[src/rtl/sra_unit.sv]
// ---------------------------------------------------------------------------
// sra_unit -- registered arithmetic-right-shift unit for the 16-bit datapath.
//
// Shifts operand A right by Shamt positions, filling vacated MSBs with A's
// sign bit. The shift uses a log2 barrel shifter with stages of 1, 2, 4, 8, ...
// positions, each stage selected by one Shamt bit. The result and status
// flags are registered, so they appear one cycle after in_valid is sampled.
// There is no back-pressure, so a new operation can be accepted every cycle.
//
// Optional feature macro: SRA_STICKY_EN
//   defined   : sticky = OR of every bit shifted out, registered with the flags
//   undefined : sticky is tied to 0 and no sticky logic is built
//
// Ports
//   clk        in   1        clock, rising edge
//   rst        in   1        synchronous active-high reset
//   in_valid   in   1        A/Shamt valid this cycle
//   A          in   WIDTH    operand (two's complement)
//   Shamt      in   SHAMT_W  shift amount 0..WIDTH-1
//   out_valid  out  1        result/flags valid
//   ShiftedRA  out  WIDTH    A >>> Shamt
//   carry      out  1        last bit shifted out (0 when Shamt = 0)
//   zero       out  1        ShiftedRA == 0
//   neg        out  1        ShiftedRA[WIDTH-1]
//   sticky     out  1        OR of all bits shifted out
// ---------------------------------------------------------------------------
module sra_unit #(
    parameter int WIDTH   = 16,
    parameter int SHAMT_W = 4    // must equal $clog2(WIDTH)
) (
    input  logic               clk,
    input  logic               rst,
    input  logic               in_valid,
    input  logic [WIDTH-1:0]   A,
    input  logic [SHAMT_W-1:0] Shamt,
    output logic               out_valid,
    output logic [WIDTH-1:0]   ShiftedRA,
    output logic               carry,
    output logic               zero,
    output logic               neg,
    output logic               sticky
);

    // Stage s holds the operand after the first s shift stages.
    logic [SHAMT_W:0][WIDTH-1:0] stage;
    // Last bit shifted out so far. Stages are applied in ascending order,
    // so the bit dropped by the last active stage is A[Shamt-1].
    logic [SHAMT_W:0]            stage_carry;
`ifdef SRA_STICKY_EN
    logic [SHAMT_W:0]            stage_sticky;
`endif

    assign stage[0]       = A;
    assign stage_carry[0] = 1'b0;
`ifdef SRA_STICKY_EN
    assign stage_sticky[0] = 1'b0;
`endif

    for (genvar s = 0; s < SHAMT_W; s++) begin : g_stage
        localparam int K = 1 << s;

        assign stage[s+1] = Shamt[s] ? {{K{A[WIDTH-1]}}, stage[s][WIDTH-1:K]}
                                     : stage[s];
        assign stage_carry[s+1] = Shamt[s] ? stage[s][K-1] : stage_carry[s];
`ifdef SRA_STICKY_EN
        assign stage_sticky[s+1] = Shamt[s] ? (stage_sticky[s] | (|stage[s][K-1:0]))
                                            : stage_sticky[s];
`endif
    end

    // Next-state values of the registered outputs.
    logic [WIDTH-1:0] result_d;
    logic             carry_d;
    logic             zero_d;
    logic             neg_d;

    assign result_d = stage[SHAMT_W];
    assign carry_d  = stage_carry[SHAMT_W];
    assign zero_d   = (result_d == '0);   // flags come from the shifted result
    assign neg_d    = result_d[WIDTH-1];

    logic             out_valid_q;
    logic [WIDTH-1:0] result_q;
    logic             carry_q;
    logic             zero_q;
    logic             neg_q;

    // NOTE: state registers use non-blocking assignments so every register
    // samples its pre-edge inputs; blocking here would create order races.
    always_ff @(posedge clk) begin
        if (rst) begin
            out_valid_q <= 1'b0;
            result_q    <= '0;
            carry_q     <= 1'b0;
            zero_q      <= 1'b0;
            neg_q       <= 1'b0;
        end else begin
            out_valid_q <= in_valid;
            // Result and flags hold their last values while idle.
            if (in_valid) begin
                result_q <= result_d;
                carry_q  <= carry_d;
                zero_q   <= zero_d;
                neg_q    <= neg_d;
            end
        end
    end

`ifdef SRA_STICKY_EN
    logic sticky_q;

    always_ff @(posedge clk) begin
        if (rst) begin
            sticky_q <= 1'b0;
        end else if (in_valid) begin
            sticky_q <= stage_sticky[SHAMT_W];
        end
    end

    assign sticky = sticky_q;
`else
    assign sticky = 1'b0;
`endif

    assign out_valid = out_valid_q;
    assign ShiftedRA = result_q;
    assign carry     = carry_q;
    assign zero      = zero_q;
    assign neg       = neg_q;

endmodule

[config.mk]
export PLATFORM = sky130hd
export DESIGN_NAME = sra_unit
export DESIGN_NICKNAME = d
export VERILOG_FILES = /design/src/rtl/sra_unit.sv
export SDC_FILE = /design/constraint.sdc
export NUM_CORES = 1
export LEC_CHECK = 0
export ABC_AREA = 0
export BUFFER_PORTS_ARGS = -buffer_cell sky130_fd_sc_hd__buf_2
export CORE_UTILIZATION = 53
export CTS_BUF_LIST = sky130_fd_sc_hd__clkbuf_4
export DETAILED_ROUTE_END_ITERATION = 12
export GPL_TIMING_DRIVEN = 0
export MAX_ROUTING_LAYER = met4
export PLACE_DENSITY = 0.8
export RECOVER_POWER = 100
export SETUP_SLACK_MARGIN = 0.02
export SYNTH_ARGS = -nofsm -noshare
export SYNTH_HDL_FRONTEND = slang
export SYNTH_SLANG_ARGS = --single-unit
[constraint.sdc]
create_clock -name clk -period 2.3 [get_ports clk]
set_clock_uncertainty 0.05 [all_clocks]
set_input_delay 0.23 -clock clk [delete_from_list [all_inputs] [get_ports clk]]
set_output_delay 0.23 -clock clk [all_outputs]
set_load 0.01 [all_outputs]
==> summary.txt <==
fin util: 62.9%
vias in the first global route: 1,442
share of layout cells above drive strength 1: 20.5%
Max-Cap Viols: 0
total number of vias: 1,624
total global routing overflow: 0
Slew Limit Headroom: 60.7%
clock sink count: 19
Async S/R FF share, synth: 0%
Ys Warns: 0
setup bufs post-CTS: 0
Max FO, Critical Path: 10
Synth Area in Simple Gates: 14.8%
Slew Limit Fails: 0
clock insertion delay at the later pin of the skew report: 0.29 ns
Initial Util: 55.2%
first-pass GRT wire length: 6.90 mm
Post-synth EDFFs: 0
sequential area share after synthesis: 22.7%
Core ar.: 3030 um^2
H-tree depth: 1
Clock Path Buffers: 2
I/O Buffers: 35
pin slew with the least headroom to its limit: 0.590 ns
Area growth syn-to-layout: 13.8%
reg-to-reg slack, setup: 1.56 ns
Diodes inserted: 0
Net count, final: 244
crit path time final: 2.15 ns
full die area: 3380 um^2
RSZ-0062 raised after global routing: no
highest-count cells in the layout ignoring fill and taps: clkbuf_1, nor2_1, dfxtp_1, buf_2, mux2i_1
cts repair resizes: 0
main combinational cell family by area after synthesis: multiplexers
largest net degree at the start of global routing: 11
routed length per instance: 16.2 um
flops & latches, synth: 19
final non-filler cell total: 264
Post-Synthesis Cells: 181
Post-CTS Hold Fix Bufs: 0
Total Wirelength: 4.27 mm
DR iter-0 viols: 71
Leakage: 0.742 nW
Die Ht: 58.2 um
initial antenna violation count: 0
Synth Area in Compound Gates: 19.4%
Placed Cells: 260
Post-synth top flop: dfxtp_1
startpoint types: primary input
FILL cells: 282
Synth area leaders: dfxtp_1, mux4_2, mux4_1
final setup fails: 0
DIE WIDTH: 58.2 um
xor/xnor share of the synthesized area: 0%
register clock-pin slew on the reported worst setup and hold paths: 0.10 ns
maximum VDD drop: 0.201 mV
worst min path class: in2reg
power per cell area: 452 nW/um^2
Yosys cell types: 43
overall power: 860 uW
Detailed Routing Iterations Pass 1: 4
fin crit share: 93.5%
most common cell after layout, fill and taps aside: clkbuf_1
CP required: 2.47 ns
mux contribution to synthesized area: 35.3%
Yosys top cell by area: dfxtp_1
DPL Wire Length: 3.31 mm
CTS buffer count: 3
CP Data Arrival Time: 2.32 ns
outcome: complete, no violations
Fmax: 0.465 GHz
CTS tree: yes
setup tns final: 0 ns
top cell type's share of synthesized area: 22.7%
Routed Antenna Nets: 0
Min Hold Slack: 0.240 ns
Root Driver: clkbuf_4
vias per cell: 6.15
Syn Area/Cell: 9.24 um^2
mapped cell area: 1670 um^2
Setup CP Type: in2reg
# IOs: 44
Crit. End Element: flop
Final Hold Vio Count: 0
drt drc: 0
total track usage: 27.9%
RePlAce Congestion: 0.939
Post-Synth Adder-Cell Area: 0%
Site Rows: 20
syn_nets: 204
==> area by class of cell <==
cell class | count | area (um^2) | share of cell area [%]
flip-flops and latches | 19 | 380 | 20.0
repair buffers | 35 | 150 | 7.88
inverters | 5 | 18.8 | 0.986
multi-input cells | 136 | 1170 | 61.3
plain buffers | 21 | 103 | 5.39
clock buffers | 4 | 30.0 | 1.58
well taps | 44 | 55.1 | 2.89
==> sequential cells by signal, summed over array words and instances (netlist names) <==
signal     count
ShiftedRA     16
carry          1
out_valid      1
zero           1
==> critical path, stage by stage <==
cell and delay (ns):
buf_2 0.20, clkbuf_1 0.39, mux4_1 0.36, a22oi_1 0.19, o311ai_1 0.18, or4_4 0.51
o32ai_2 0.26
==> metal layers <==
metal,vias to the layer above,global-route usage [%],part of all wire [%]
li1,769,-,-
met1,771,37.9,45
met2,72,42.7,46
met3,12,4.69,6.4
met4,0,8.84,2.7
met5,-,-,0
==> metrics by stage <==
| step | instance area, um^2 | setup slack (ns) |
|---|---|---|
| floorplan | 1670 | 0.177 |
| global placement | 1900 | -0.108 |
| detailed placement | 1900 | -0.127 |
| CTS | 1930 | 0.180 |
| global route | 1900 | 0.0749 |
| finish | 1900 | 0.149 |
==> synthesized netlist by cell type, types with 3 or more instances <==
library cell,number
a211oi_1,5
o211ai_1,3
nor2b_1,4
mux2_2,8
o22ai_1,3
clkbuf_1,11
buf_2,4
inv_1,5
nand2b_1,3
mux2i_1,14
mux4_2,9
dfxtp_1,19
o21ai_0,5
a21oi_1,8
nor3_1,7
mux4_1,6
nand2_1,8
nor2_1,22
nand3_1,4
==> power by group <==
group	internal (mW)	switching, mW
combinational	0.143	0.177
clock	0.0794	0.0968
sequential	0.353	0.0115
==> logic make-up (layout without fill, tap and decap cells) <==
kind of cell | count (synthesis) | count (layout)
muxes | 37 | 37
DFF | 19 | 19
other | 1 | 1
AOI/OAI and AO/OA | 45 | 45
buffers and inverters | 26 | 65
and+or+nand+nor | 53 | 53
==> path summary, 6_finish.rpt <==
check,from,depth (start not counted),endpoint
worst max-delay path,Shamt[0],7,zero$_SDFFE_PP0P_
worst max register to register,ShiftedRA[6]$_SDFFE_PP0P_,2,ShiftedRA[6]$_SDFFE_PP0P_
worst min register to register,ShiftedRA[2]$_SDFFE_PP0P_,2,ShiftedRA[2]$_SDFFE_PP0P_
worst min-delay path,in_valid,3,carry$_SDFFE_PP0P_
Note: power is estimated with default switching activity, not from simulation.
